**src/rtl/regfile_wb_arbiter.sv**
```systemverilog
// -----------------------------------------------------------------------------
// regfile_wb_arbiter
//
// Merges the two write-back sources of the register file (port 0: execute
// result, port 1: load data) into one age-ordered circular queue. The queue
// drains one entry per cycle into registered WE3/A3/WD3 outputs. Read-after-
// write hazards are flagged for the two decode read addresses.
//
// Ports
//   clk, rst                      clock, asynchronous active-low reset
//   req0_valid/addr/data, ready   port 0 push interface (older on a tie)
//   req1_valid/addr/data, ready   port 1 push interface
//   we, waddr, wdata              registered register-file write port
//   chk_a1, chk_a2                read addresses to test for pending writes
//   hazard1, hazard2              pending write exists for chk_a1 / chk_a2
//   idle                          queue empty and no write in flight
// -----------------------------------------------------------------------------
module regfile_wb_arbiter #(
  parameter int DEPTH = 4
) (
  input  logic        clk,
  input  logic        rst,
  input  logic        req0_valid,
  input  logic [4:0]  req0_addr,
  input  logic [31:0] req0_data,
  output logic        req0_ready,
  input  logic        req1_valid,
  input  logic [4:0]  req1_addr,
  input  logic [31:0] req1_data,
  output logic        req1_ready,
  output logic        we,
  output logic [4:0]  waddr,
  output logic [31:0] wdata,
  input  logic [4:0]  chk_a1,
  input  logic [4:0]  chk_a2,
  output logic        hazard1,
  output logic        hazard2,
  output logic        idle
);

  localparam int AW = $clog2(DEPTH);
  localparam int CW = AW + 1;

  logic [4:0]    addr_q [DEPTH];
  logic [31:0]   data_q [DEPTH];

  logic [AW-1:0] rd_ptr_q, rd_ptr_d;
  logic [AW-1:0] wr_ptr_q, wr_ptr_d;
  logic [AW-1:0] wr_ptr1;
  logic [CW-1:0] count_q, count_d;
  logic [CW-1:0] free_slots;

  logic          we_q, we_d;
  logic [4:0]    waddr_q, waddr_d;
  logic [31:0]   wdata_q, wdata_d;

  logic          push0, push1, pop;
  logic          hit1, hit2;
  logic [AW-1:0] slot_off;

  // Readiness uses the registered count only; a same-cycle pop is not
  // credited, which keeps ready off the pop path and rules out overflow.
  assign free_slots = CW'(DEPTH) - count_q;
  assign req0_ready = rst && (free_slots >= CW'(1));
  assign req1_ready = rst && (free_slots >= CW'(2));

  assign push0 = req0_valid && req0_ready;
  assign push1 = req1_valid && req1_ready;
  assign pop   = (count_q != '0);

  // Port 1 lands behind port 0 when both push in the same cycle.
  assign wr_ptr1 = push0 ? (wr_ptr_q + AW'(1)) : wr_ptr_q;

  always_comb begin
    rd_ptr_d = pop ? (rd_ptr_q + AW'(1)) : rd_ptr_q;
    wr_ptr_d = wr_ptr_q + AW'(push0) + AW'(push1);
    count_d  = count_q + CW'(push0) + CW'(push1) - CW'(pop);
    we_d     = 1'b0;
    waddr_d  = waddr_q;
    wdata_d  = wdata_q;
    if (pop) begin
      // x0 entries still drain a cycle but never assert the write enable.
      we_d    = (addr_q[rd_ptr_q] != 5'd0);
      waddr_d = addr_q[rd_ptr_q];
      wdata_d = data_q[rd_ptr_q];
    end
  end

  // Hazard search: a slot is live when its distance from the read pointer
  // (modulo DEPTH) is below the occupancy count.
  always_comb begin
    hit1     = 1'b0;
    hit2     = 1'b0;
    slot_off = '0;
    for (int i = 0; i < DEPTH; i++) begin
      slot_off = AW'(i) - rd_ptr_q;
      if ({1'b0, slot_off} < count_q) begin
        if (addr_q[i] == chk_a1) hit1 = 1'b1;
        if (addr_q[i] == chk_a2) hit2 = 1'b1;
      end
    end
  end

  assign hazard1 = (chk_a1 != 5'd0) && (hit1 || (we_q && (waddr_q == chk_a1)));
  assign hazard2 = (chk_a2 != 5'd0) && (hit2 || (we_q && (waddr_q == chk_a2)));
  assign idle    = (count_q == '0) && !we_q;

  assign we    = we_q;
  assign waddr = waddr_q;
  assign wdata = wdata_q;

  // Queue payload needs no reset: only slots inside the count are ever read.
  always_ff @(posedge clk) begin
    if (push0) begin
      addr_q[wr_ptr_q] <= req0_addr;
      data_q[wr_ptr_q] <= req0_data;
    end
    if (push1) begin
      addr_q[wr_ptr1] <= req1_addr;
      data_q[wr_ptr1] <= req1_data;
    end
  end

  always_ff @(posedge clk or negedge rst) begin
    if (!rst) begin
      rd_ptr_q <= '0;
      wr_ptr_q <= '0;
      count_q  <= '0;
      we_q     <= 1'b0;
      waddr_q  <= 5'd0;
      wdata_q  <= 32'd0;
    end else begin
      rd_ptr_q <= rd_ptr_d;
      wr_ptr_q <= wr_ptr_d;
      count_q  <= count_d;
      we_q     <= we_d;
      waddr_q  <= waddr_d;
      wdata_q  <= wdata_d;
    end
  end

endmodule

```
**config.mk**
```make
export PLATFORM = sky130hd
export DESIGN_NAME = regfile_wb_arbiter
export DESIGN_NICKNAME = d
export VERILOG_FILES = /design/src/rtl/regfile_wb_arbiter.sv
export SDC_FILE = /design/constraint.sdc
export NUM_CORES = 1
export LEC_CHECK = 0
export ABC_AREA = 1
export BUFFER_PORTS_ARGS = -buffer_cell sky130_fd_sc_hd__buf_2
export CORE_ASPECT_RATIO = 0.9
export CORE_UTILIZATION = 30
export CTS_BUF_LIST = sky130_fd_sc_hd__clkbuf_4 sky130_fd_sc_hd__clkbuf_8 sky130_fd_sc_hd__clkbuf_16
export CTS_CLUSTER_DIAMETER = 40
export DETAILED_ROUTE_END_ITERATION = 10
export GPL_TIMING_DRIVEN = 0
export PLACE_DENSITY = 0.44
export SLEW_MARGIN = 10
export SYNTH_ARGS = -nofsm -noshare
export SYNTH_HDL_FRONTEND = slang
export SYNTH_SLANG_ARGS = --single-unit
export TNS_END_PERCENT = 5
```
**constraint.sdc**
```tcl
create_clock -name clk -period 8.88 [get_ports clk]
set_input_delay 1.332 -clock clk [delete_from_list [all_inputs] [get_ports clk]]
set_output_delay 1.332 -clock clk [all_outputs]
set_load 0.05 [all_outputs]
```
==> results.md, run 1 <==
Status:
- The run finished with clean final reports.

Cells and area:
- The library cell used most frequently in the layout, excluding fill and tap cells, is sky130_fd_sc_hd__nand2_1.
- The fraction of layout instances using a drive strength above 1 is 17.0%.
- The multi-input combinational cell area is 0.00435 sq mm.
- In the layout the commonest cells are sky130_fd_sc_hd__nand2_1, sky130_fd_sc_hd__nand4_1, sky130_fd_sc_hd__edfxtp_1, sky130_fd_sc_hd__buf_2, sky130_fd_sc_hd__nor2_1.
- The signed area change from the synthesized netlist to the final layout is 17.9%.
- For this run, the post-layout net count is 1471.
- Summing all flip-flop and latch instances after layout gives 0.00557 sq mm.
- Fill cells in the final layout number 3620.
- The final instance area is 0.0126 sq mm.

Hold path:
- The kind of path behind the tightest hold check is reg2reg.

STA:
- Summed over all failing endpoints, the final setup total negative slack is 0 ns.
- The final critical-path required period is 4.78 ns.
- The post-route clock period utilization is 53.9%.
- Between clock sinks in the finished design, the worst skew comes to 0.0113 ns.
- Setup violations remaining at the end of the flow were counted as 0.
- The count of endpoints failing hold in the final timing report was 0.
- Hold timing on the final database bottoms out at a slack of 0.480 ns.
- Setup repair after global routing left no endpoint under its margin.
- The highest attainable clock frequency is 209 MHz.
- The total count of max-transition violations in the final report is 0.
- For the pin with the worst max-slew slack, the measured transition is 0.989 ns.
- The worst max-slew margin expressed relative to the limit is 34.0%.

GRT:
- Summed over all layers, the global routing overflow is 0.
- The number of global-route vias before repair is 9362.
- Global routing consumed, over all layers together, 24.4% of the routing resources.
- The number of antenna violations at the first check in global routing is 2.
- The first global-routing pass estimated 63.7 mm of wire.
- Entering global routing, the biggest net connects 31 pins.

Clocking:
- The number of buffers inserted for hold repair after clock tree synthesis is 0.
- CTS placed an instance of sky130_fd_sc_hd__clkbuf_16 at the clock tree root.
- Counting the buffers created by CTS gives 17.
- In this run, post-CTS repair resized a total of 0 instances.
- The CTS tree is done.
- The clock reaches the later pin of the worst-skew pair after 0.46 ns.
- The CTS clock-pin slew for the worst setup and hold paths is 0.08 ns.
- For this design, the sink count on the clock tree is 193.
- The H-tree depth is 4.
- The post-CTS setup-driven buffer insertion count is 0.
- The number of buffers between clock root and the deepest sink is 2.

Die:
- The core region is 0.0351 sq mm.
- The number of top-level pins is 131.
- The die covers 0.0363 sq mm.
- The row count is 65.
- The die is 181 um tall.
- The die is 201 um wide.
- The initial utilization of the core area, before any placement, comes to 30.4%.

Drt:
- In the final routed layout, each cell accounts on average for 23.7 um.
- The final routed DRC violation total is 0.
- The detailed-route wire length is 43.8 mm.
- The via-per-instance ratio is 5.26.
- The number of iterations in the first detailed-routing pass is 5.
- Detailed routing inserted a total of 9731 vias.
- In this run, the number of DRC markers left after iteration 0 of detailed routing was 1045.
- The count of nets left with antenna violations once routing finished came out at 0.

Synthesis:
- After synthesis the cells add up to 0.0107 sq mm.
- The number of standard cells after synthesis is 1221.
- Sorting the synthesized cells by area gives the leading types as sky130_fd_sc_hd__edfxtp_1, sky130_fd_sc_hd__nand2_1, sky130_fd_sc_hd__dfrtp_1.
- The number of warnings reported in the yosys synthesis log is 0.
- After synthesis, the largest area contributor takes up 41.7% of total cell area.
- Synthesis inferred 193 register bits.
- A synthesized cell averages 8.73 sq um.
- When the netlist entered floorplanning its net count stood at 1325.
- The synthesized design spends more area on one cell type than any other, namely sky130_fd_sc_hd__edfxtp_1.
- The number of different library cells used by synthesis comes to 33.
- The part of the Yosys area used for sequential elements is 52.3%.

Critical path:
- The nature of the critical path startpoint is a flip-flop.
- The largest individual stage delay along the critical path comes from the cell sky130_fd_sc_hd__nor2_1.
- STA classifies the critical path endpoint as an output pin.
- The signal on the critical path passes through nor2_1 > inv_1 > nand2_1 > inv_1 > ha_1 > inv_1 > nor2_1 > nand2_1 > nand2_1 > nor2_1 > nand2_1 > nand2_1 > nor2_1 > nor2_1 > buf_2.
- The total buffers and inverters traversed by the critical path is 4.
- The worst setup path is of the reg2out kind.
- The delay of the slowest cell on the worst path is 0.70 ns.
- The cell class contributing the biggest share of worst-path delay is simple AND/OR/NAND/NOR gates.
- The worst endpoint required time is 7.55 ns.
- At the worst endpoint, the arrival time is 3.45 ns.
- Along the worst path, the maximum fanout reaches 6.

Placement:
- The post-placement cell area is 0.0120 sq mm.
- The routability congestion estimate is 0.871.
- The wire-length estimate of the detail-placed layout is 30.0 mm.
- Buffers placed on the I/O ports in this run total 122.

Power and ir drop:
- The worst vdd rail ir drop is 181 uV.
- Summed over all cells, the static leakage comes to 5.56 nW.
- The power per cell area is 369 mW/mm^2.

Run:
- Max-cap violations in this run came to 0.
## where the power goes
group	switching, mW	internal, mW
sequential	0.133	1.29
clock	0.378	0.435
combinational	1.82	0.579
total	2.33	2.30
## final timing paths
path,to,depth (start not counted),slack (ns),from
setup / recovery,hazard1,15,4.10,rd_ptr_q[1]
hold / removal,wdata[6],2,0.48,wdata[6]
setup reg to reg,count_q[2],12,5.42,count_q[1]
hold reg to reg,wdata[6],2,0.48,wdata[6]
max in group asynchronous,wdata[3],2,7.58,rst
min in group asynchronous,wdata[26],1,0.79,rst
## synthesized netlist by cell type (all sizes together)
| master | instances |
|---|---|
| nand2 | 523 |
| nand4 | 162 |
| edfxtp | 148 |
| buf | 62 |
| nor2 | 60 |
| inv | 51 |
| dfrtp | 45 |
| clkbuf | 30 |
| a22oi | 28 |
| nand3 | 16 |
| xor2 | 16 |
| o21ai | 14 |
| ha | 13 |
| a41oi | 12 |
| xnor2 | 12 |
| a31oi | 8 |
| o22ai | 7 |
| nor3 | 6 |
| fa | 3 |
| a21oi | 2 |
| a21boi | 1 |
| clkinv | 1 |
| or2 | 1 |
## area by class of cell
class                      instances  share of cell area [%]
antenna                            2                  0.0398
buffer                            92                    4.39
sequential                       193                    44.3
clock inverter                    11                    1.04
inverter                          52                    1.55
tap                              469                    4.67
clock buffer                      21                    3.67
timing repair buffer             127                    5.68
multi-input combinational        884                    34.6
## sequential cells by signal (all words and copies together), names as in the netlist
name	cells
waddr	5
rd_ptr_q	2
we	1
count_q	3
addr_q	20
wdata	32
wr_ptr_q	2
data_q	128
## metal layers
layer | track usage [%] | wire length (um) | vias to the layer above | share of wire, %
met3 | 4.31 | 3070 | 49 | 7.0
met1 | 35.5 | 20700 | 4758 | 47
met2 | 36.8 | 19200 | 425 | 44
li1 | - | - | 4499 | -
met5 | 0 | 0 | - | 0
met4 | 7.11 | 829 | 0 | 1.9
## logic make-up (layout without fill, tap and decap cells)
logic type / count (synthesis) / count (layout) / share of synthesized area, %
compound gates: 72 / 72 / 4.73
xor+xnor: 28 / 28 / 2.30
fa+ha+maj: 16 / 16 / 2.09
buf+inv: 144 / 303 / 7.01
flops: 193 / 193 / 52.3
other cells: 0 / 2 / 0
simple gates: 768 / 768 / 31.6
## through the flow
stage / util, % / worst slack [ns] / cells / total power, mW
after global placement: 33.8 / 3.10 / 1812 / 3.79
after floorplan: - / 4.85 / 1221 / 2.88
after CTS: 35.8 / 4.01 / 1849 / 4.63
final: 35.8 / 4.10 / 1851 / 4.63
after detailed placement: 34.1 / 4.51 / 1817 / 3.81
after global routing: 35.8 / 3.84 / 1851 / 4.86
## worst reg2reg max path: stages (launching register included)
cell                       delay, ns
sky130_fd_sc_hd__dfrtp_1        0.42
sky130_fd_sc_hd__inv_1          0.24
sky130_fd_sc_hd__ha_1           0.20
sky130_fd_sc_hd__ha_1           0.13
sky130_fd_sc_hd__clkbuf_1       0.43
sky130_fd_sc_hd__inv_2          0.24
sky130_fd_sc_hd__clkbuf_1       0.38
sky130_fd_sc_hd__ha_1           0.43
sky130_fd_sc_hd__fa_1           0.16
sky130_fd_sc_hd__inv_1          0.05
sky130_fd_sc_hd__fa_1           0.38
sky130_fd_sc_hd__xnor2_1        0.15
sky130_fd_sc_hd__xor2_1         0.14
Note: power is estimated with default switching activity, not from simulation.
==> run 2, diff against run 1 <==
Settings changed: PLACE_DENSITY 0.44 to 0.45.
Clock period 8.88 ns to 3.95 ns, I/O delays scaled along.
==> run 2 against run 1 <==
Compared with the run above: first-iteration DRC count is 26% higher; clock power is 130% higher; count of clock-buffer cells in the layout is 4 lower; wire length is 1.9% lower; worst setup slack worse by 3.8 ns; total power is 120% higher; final cell count is 0.11% lower; worst hold slack worse by 0.26 ns; critical path depth is 7 lower; register-to-register slack worse by 5.0 ns; critical endpoint is now idle.
==> results.md, run 2 (synthesis results as in run 1) <==
Cells and area:
- The number of nets in the layout is 1470 (-0.068%).
- The flip-flop count of the largest register after layout came to 128 (unchanged).
- The fraction of layout instances using a drive strength above 1 is 17.0% (about the same).
- The library cells used most frequently in the layout, excluding fill and tap cells, are sky130_fd_sc_hd__nand2_1, sky130_fd_sc_hd__nand4_1, sky130_fd_sc_hd__edfxtp_1, sky130_fd_sc_hd__buf_2, sky130_fd_sc_hd__nor2_1.
- The signed area change from the synthesized netlist to the final layout is 18.0% (about the same).
- The final design utilization was 35.9% (about the same).
- data_q holds more flip-flops than any other register.
- The leading cell type in the layout, fill and taps excluded is sky130_fd_sc_hd__nand2_1.

Die:
- The die footprint was 0.0363 sq mm (unchanged).
- The area of the core region was 0.0351 sq mm (unchanged).
- The overall die width is 201 um (unchanged).
- The row count came to 65 (unchanged).
- The initial core utilization came to 30.4% (unchanged).
- The number of top-level pins is 131 (unchanged).
- The die boundary height is 181 um (unchanged).

STA:
- The largest clock skew in the final design is 0.0137 ns (+0.00235 ns).
- The clock period could shrink to 3.64 ns.
- The count of endpoints failing hold in the final timing report was 0 (unchanged).
- The worst max-slew margin expressed relative to the limit is 39.7% (+5.7 points).
- The accumulated negative setup slack is 0 ns (unchanged).
- The transition time of the tightest slew-check pin came to 0.904 ns (-0.0851 ns).
- Setup repair after global routing left no endpoint under its margin.
- The post-route clock period utilization is 92.1%.
- The total count of max-transition violations in the final report is 0 (unchanged).
- Based on the critical path, the design can be clocked at up to 275 MHz.
- The number of setup violations in the final report is 0 (unchanged).

GRT:
- The overall overflow remaining after global route is 0 (unchanged).
- The number of global-route vias before repair was 9220 (-1.5%).
- The all-layer global routing usage is 24.1% (-0.29 points).
- The number of antenna violations at the first check in global routing is 1 (-1).
- The largest net degree at the start of global routing is 49 (+58%).
- The wire length of the first global-routing pass came to 63.3 mm (-0.65%).

Critical path:
- The delay of the slowest cell on the worst path came to 0.47 ns (-0.23 ns).
- The critical path in this run is classified as reg2out.
- STA classifies the critical path endpoint as an output pin.
- For this design, the slowest cell found on the critical path is sky130_fd_sc_hd__clkbuf_1.
- The worst endpoint required time is 3.36 ns (-4.19 ns).
- The setup slack on the worst flop-to-flop path was 0.44 ns (-4.98 ns).
- The data arrival time at the worst-slack endpoint is 3.05 ns (-0.40 ns).
- The worst setup path is launched from a flip-flop.
- The biggest fanout along the worst timing path came to 10 (+4).
- Traced cell by cell, the critical path runs through inv_1 > ha_1 > ha_1 > clkbuf_1 > inv_2 > clkbuf_1 > nor2_1 > buf_2.

Placement:
- The detailed-placement wirelength estimate is 29.8 mm (-0.78%).
- The routability congestion estimate is 0.907 (+4.1%).
- The count of port buffers added during placement is 122 (unchanged).

Clocking:
- The H-tree depth is 4 (unchanged).
- The number of buffers between clock root and the deepest sink is 2 (unchanged).
- The TritonCTS buffer count is 17 (unchanged).
- The CTS tree is done.
- The post-CTS setup-driven buffer insertion count is 0 (unchanged).
- The CTS clock-pin slew for the worst setup and hold paths is 0.08 ns (about the same).
- The number of clock sinks seen by CTS came to 193 (unchanged).
- The clock latency at the later pin of the worst-skew pair was 0.45 ns (about the same).
- The cell sitting at the root of the clock tree is a sky130_fd_sc_hd__clkbuf_16.

Drt:
- The starting DRC count in detailed routing was 1320 (+26%).
- The average wire per standard cell was 23.2 um (-1.8%).
- The post-route antenna net violation count was 0 (unchanged).
- The via-per-instance ratio came to 5.25 (-0.14%).
- The count of vias placed by the detailed router was 9707 (-0.25%).
- The final routed DRC violation total was 0 (unchanged).
- The number of iterations in the first detailed-routing pass came to 6 (+1).
- The detailed-route wire length is 43.0 mm (-1.9%).

Run:
- The number of maximum-capacitance constraint violations is 0 (unchanged).

Power and ir drop:
- The worst vdd rail ir drop is 392 uV (+120%).
- The power per cell area came to 827 mW/mm^2 (+120%).
- The leakage power summed over all cells is 5.58 nW (+0.20%).

Hold path:
- The path class of the tightest hold or removal check is in2async.

Status:
- The flow ran to the end, and the final reports show no timing, DRC or antenna violations.
==> run 2: final timing paths <==
check                              from            to  cells after the start
max                          count_q[1]          idle                      8
min                                 rst    count_q[1]                      1
max reg2reg                  count_q[1]    count_q[2]                     12
min reg2reg                    wdata[6]      wdata[6]                      2
max in group asynchronous           rst      wdata[4]                      1
min in group clk           req0_data[1]  data_q[2][1]                      3
==> run 2: routing by layer <==
| metal | GRT usage, % | wire length (um) | vias to the layer above |
|---|---|---|---|
| met1 | 35.3 | 20000 | 4665 |
| met3 | 3.99 | 3320 | 61 |
| met2 | 36.4 | 18800 | 474 |
| met5 | 0 | 0 | - |
| met4 | 6.75 | 865 | 0 |
| li1 | - | - | 4507 |
==> run 2: worst max-delay path, delay by kind of cell (launching register included) <==
family,cells,cell delay (ns)
DFF,1,0.42
buffers and inverters,5,1.63
adders and majority gates,2,0.34
and+or+nand+nor,1,0.20
==> run 2: timing repair <==
| action | 4_1_cts | 5_1_grt |
|---|---|---|
| gates resized for setup | 1 | 1 |
| hold buffers | 0 | 0 |
| endpoints found under the setup margin | 2 | 2 |
==> run 2: cell type report <==
| cell class | instances | area, sq um |
|---|---|---|
| Antenna cell | 1 | 2.50 |
| Fill cell | 3608 | 22500 |
| Inverter | 52 | 195 |
| Clock buffer | 17 | 425 |
| Clock inverter | 15 | 173 |
| Sequential cell | 193 | 5570 |
| Multi-Input combinational cell | 884 | 4360 |
| Timing Repair Buffer | 126 | 708 |
| Buffer | 92 | 552 |
| Tap cell | 469 | 587 |
==> run 2: report_power, final <==
group,switching [mW],internal [mW]
Clock,0.884,0.956
Combinational,4.05,1.31
Sequential,0.302,2.90
==> run 2: stage by stage <==
stage | cells | worst slack [ns] | power [mW] | hold slack (ns) | instance area (sq um)
global route | 1849 | 0.124 | 10.9 | 0.257 | 12600
floorplan | 1221 | 0.876 | 6.47 | 0.297 | 10700
global placement | 1812 | -1.09 | 8.47 | 0.465 | 11900
finish | 1849 | 0.312 | 10.4 | 0.220 | 12600
CTS | 1848 | 0.164 | 10.4 | 0.248 | 12600
detailed placement | 1816 | 0.320 | 8.54 | 0.465 | 12000
==> run 3, diff against run 2 <==
Settings changed: ABC_AREA 1 to default, PLACE_DENSITY 0.45 to 0.46.
==> run 3 against run 2 <==
Compared with the run above: sequential power about the same; clock skew about the same; worst hold slack improved by 0.25 ns; worst setup slack worse by 0.0011 ns; combinational power shrank 28%; clock power shrank 5%; largest power group unchanged; maximum frequency about the same; largest cell class unchanged.
==> results.md, run 3 <==
STA:
- The number of setup violations in the final report is 0 (unchanged).
- The total count of max-transition violations in the final report is 0 (unchanged).
- The final critical-path required period came to 3.64 ns (+0.00107 ns).
- The highest attainable clock frequency was 275 MHz (about the same).
- The count of endpoints failing hold in the final timing report is 0 (unchanged).
- The post-route clock period utilization is 92.1% (about the same).
- The largest clock skew in the final design was 0.0135 ns (-0.000198 ns).
- The transition time of the tightest slew-check pin is 0.821 ns (-0.0829 ns).
- Setup repair after global routing left no endpoint under its margin.
- The worst max-slew margin expressed relative to the limit is 45.2% (+5.5 points).

Die:
- The row count is 63 (-3.1%).
- The die footprint is 0.0343 sq mm (-5.6%).
- The area of the core region is 0.0329 sq mm (-6.0%).
- The overall die width came to 195 um (-2.8%).
- The number of top-level pins is 131 (unchanged).
- The die boundary height is 176 um (-2.8%).
- The initial core utilization is 30.5% (+0.12 points).

Drt:
- The starting DRC count in detailed routing is 456 (-65%).
- The number of iterations in the first detailed-routing pass is 4 (-2).
- The final routed DRC violation total came to 0 (unchanged).
- The post-route antenna net violation count is 0 (unchanged).
- The average wire per standard cell came to 21.4 um (-8.1%).
- The detailed-route wire length came to 27.0 mm (-37%).
- The via-per-instance ratio is 4.70 (-10%).
- The count of vias placed by the detailed router was 5936 (-39%).

Synthesis:
- Counting instances in the post-synthesis netlist gives the leading cell types as sky130_fd_sc_hd__edfxtp_1, sky130_fd_sc_hd__nand2_1, sky130_fd_sc_hd__mux2_2.
- After synthesis, the largest family of logic cells by area is multiplexers.
- The register bit total from synthesis came to 193 (unchanged).
- The fraction of post-synthesis cell area in the top cell type by area is 44.2% (+2.5 points).
- The net count after synthesis is 786 (-41%).
- The summed instance area of the synthesized netlist came to 0.0101 sq mm (-5.6%).
- The fraction of synthesized area in multiplexers was 26.3% (+26 points).
- The simple-gate share of the synthesized area was 6.53% (-25 points).
- The number of warnings reported in the yosys synthesis log is 0 (unchanged).
- The number of standard cells after synthesis was 682 (-44%).
- Sorting the synthesized cells by area gives the leading types as sky130_fd_sc_hd__edfxtp_1, sky130_fd_sc_hd__mux2_2, sky130_fd_sc_hd__dfrtp_1.
- In the synthesized netlist the dominant register cell turns out to be sky130_fd_sc_hd__edfxtp_1.
- The most numerous cell in the Yosys netlist is sky130_fd_sc_hd__edfxtp_1.
- The number of enable flip-flop cells after synthesis is 148 (unchanged).
- The count of unique library cells instantiated by Yosys was 36 (+9.1%).
- The post-synthesis compound-gate area fraction is 1.62% (-3.1 points).
- The synthesized design spends more area on one cell type than any other, namely sky130_fd_sc_hd__edfxtp_1.
- The part of the Yosys area used for sequential elements is 55.4% (+3.1 points).
- The share of the synthesized netlist area taken by xor and xnor gates is 4.88% (+2.6 points).
- The arithmetic-cell share of the synthesized area counting full adders, half adders and majority gates came to 2.21% (+0.12 points).
- The proportion of register bits with asynchronous set or reset after synthesis is 23.3% (unchanged).
- The mean area per synthesized cell was 14.7 sq um (+69%).

Clocking:
- The library cell used as clock root buffer is sky130_fd_sc_hd__clkbuf_16.
- The clock latency at the later pin of the worst-skew pair is 0.44 ns (about the same).
- TritonCTS built the clock tree.
- The number of buffers between clock root and the deepest sink is 2 (unchanged).
- The CTS clock-pin slew for the worst setup and hold paths is 0.07 ns (about the same).
- The number of clock sinks seen by CTS is 193 (unchanged).
- The post-CTS setup-driven buffer insertion count was 0 (unchanged).
- The TritonCTS buffer count was 17 (unchanged).
- The H-tree depth was 4 (unchanged).

Cells and area:
- The number of standard cells in the final layout excluding fillers was 1263 (-32%).
- The area growth from synthesis to layout is 18.1%.
- The final design utilization is 36.0% (+0.19 points).
- The number of nets in the layout is 930 (-37%).
- Counting flops per register, the top entry is data_q.
- In the layout the commonest cells are sky130_fd_sc_hd__edfxtp_1, sky130_fd_sc_hd__buf_2, sky130_fd_sc_hd__nand2_1, sky130_fd_sc_hd__mux2_2, sky130_fd_sc_hd__dfrtp_1.
- The flip-flop count of the largest register after layout is 128 (unchanged).
- The leading cell type in the layout, fill and taps excluded is sky130_fd_sc_hd__edfxtp_1.
- The fraction of layout instances using a drive strength above 1 is 44.2% (+27 points).

Critical path:
- The data arrival time at the worst-slack endpoint is 3.05 ns (about the same).
- The biggest fanout along the worst timing path is 10 (unchanged).
- The critical-path cell with the highest stage delay is sky130_fd_sc_hd__buf_2.
- The nature of the critical path startpoint is a flip-flop.
- The signal on the critical path passes through clkbuf_1 > buf_2 > xor2_1 > inv_1 > ha_1 > a21oi_1 > o211ai_1 > nand4_1 > o22a_1 > buf_2.
- The total buffers and inverters traversed by the critical path is 4 (-1).
- The cell repeated most along the worst path is sky130_fd_sc_hd__buf_2.
- The worst setup path is captured at an output pin.
- The cell class contributing the biggest share of worst-path delay is buffers and inverters.
- The delay of the slowest cell on the worst path is 0.43 ns (-0.04 ns).
- The worst endpoint required time is 3.36 ns (about the same).
- The start-to-end type of the worst setup path is reg2out.

Power and ir drop:
- The worst vdd rail ir drop is 333 uV (-15%).
- The power per cell area was 743 mW/mm^2 (-10%).
- The leakage power summed over all cells is 4.68 nW (-16%).

GRT:
- The wire length of the first global-routing pass was 40.4 mm (-36%).
- The all-layer global routing usage is 16.3% (-7.8 points).
- The overall overflow remaining after global route is 0 (unchanged).
- The number of global-route vias before repair is 6403 (-31%).
- The largest net degree at the start of global routing was 38 (-22%).
- The number of antenna violations at the first check in global routing is 4 (+3).

Placement:
- The number of instances in the placed design is 1228 (-32%).
- The count of port buffers added during placement was 120 (-1.6%).
- The routability congestion estimate is 0.806 (-11%).
- The detailed-placement wirelength estimate came to 18.1 mm (-39%).

Run:
- The number of maximum-capacitance constraint violations was 0 (unchanged).

Hold path:
- The worst hold path belongs to the class reg2reg.

Status:
- The run finished with clean final reports.
-- run 3: cell types whose count changed after synthesis, moves of 38 or more --
cell	previous run	this run
sky130_fd_sc_hd__mux2_4	0	38
sky130_fd_sc_hd__nor2_1	58	6
sky130_fd_sc_hd__nand4_1	162	4
sky130_fd_sc_hd__mux2_2	0	110
sky130_fd_sc_hd__nand2_1	520	115
-- run 3: worst reg2reg max path: stages, from the launching register on --
cell                       delay [ns]
sky130_fd_sc_hd__dfrtp_1         0.51
sky130_fd_sc_hd__inv_1           0.16
sky130_fd_sc_hd__ha_1            0.22
sky130_fd_sc_hd__ha_1            0.30
sky130_fd_sc_hd__nand2b_4        0.10
sky130_fd_sc_hd__o21a_1          0.14
sky130_fd_sc_hd__and2_1          0.27
sky130_fd_sc_hd__inv_1           0.14
sky130_fd_sc_hd__a21oi_1         0.24
sky130_fd_sc_hd__buf_6           0.23
sky130_fd_sc_hd__buf_6           0.20
sky130_fd_sc_hd__a21o_2          0.47
sky130_fd_sc_hd__buf_12          0.29
-- run 3: final timing paths --
| kind | startpoint | slack, ns | cells past startpoint | endpoint |
|---|---|---|---|---|
| worst max register to register | count_q[0] | 0.36 | 12 | data_q[2][18] |
| worst min register to register | wdata[9] | 0.47 | 2 | wdata[9] |
| worst max-delay path | rd_ptr_q[0] | 0.31 | 10 | hazard2 |
| min in group asynchronous | rst | 0.56 | 2 | wdata[10] |
| max in group asynchronous | rst | 2.88 | 3 | wdata[17] |
| worst min-delay path | wdata[9] | 0.47 | 2 | wdata[9] |
-- run 3: cells by family after synthesis --
kind of cell | after synthesis
simple gates | 154
compound gates | 22
fa+ha+maj | 16
flops | 193
buf+inv | 56
mux | 185
xor+xnor | 56
-- run 3: metrics by stage --
stage	setup WS, ns	power, mW	instance area (sq um)	hold WS, ns	setup TNS [ns]
final	0.311	8.82	11900	0.471	0
after global routing	0.00624	9.35	11900	0.465	0
after CTS	0.0540	8.98	11900	0.467	0
after detailed placement	0.301	7.23	11300	0.455	0
after global placement	-1.37	7.18	11200	0.452	-197.53
after floorplan	0.354	6.02	10100	0.297	0
-- run 3: layout make-up --
type                       instances  area (sq um)
multi-input combinational        433          4190
buffer                            43           263
clock buffer                      17           425
sequential                       193          5570
inverter                          13          51.3
clock inverter                    15           146
timing repair buffer             125           701
tap                              422           528
fill                            3232         21100
antenna                            2          5.00
-- run 3: what timing repair did --
action	CTS	global route
hold buffers	1	0
endpoints found under the setup margin	0	2
hold endpoints to repair	2	0
gates resized for setup	0	2
-- run 3: routing by layer --
layer,wire length [um],part of all wire (%),up-vias,global-route usage [%]
li1,-,-,2810,-
met5,41,0.15,-,0
met2,12500,46,129,26.4
met3,1460,5.4,13,4.45
met4,145,0.54,6,2.89
met1,12800,48,2978,21.9
-- run 3: power breakdown --
part / switching, mW / internal, mW / leakage (nW)
sequential: 0.310 / 2.90 / 1.88
combinational: 2.45 / 1.42 / 2.51
clock: 0.848 / 0.890 / 0.287
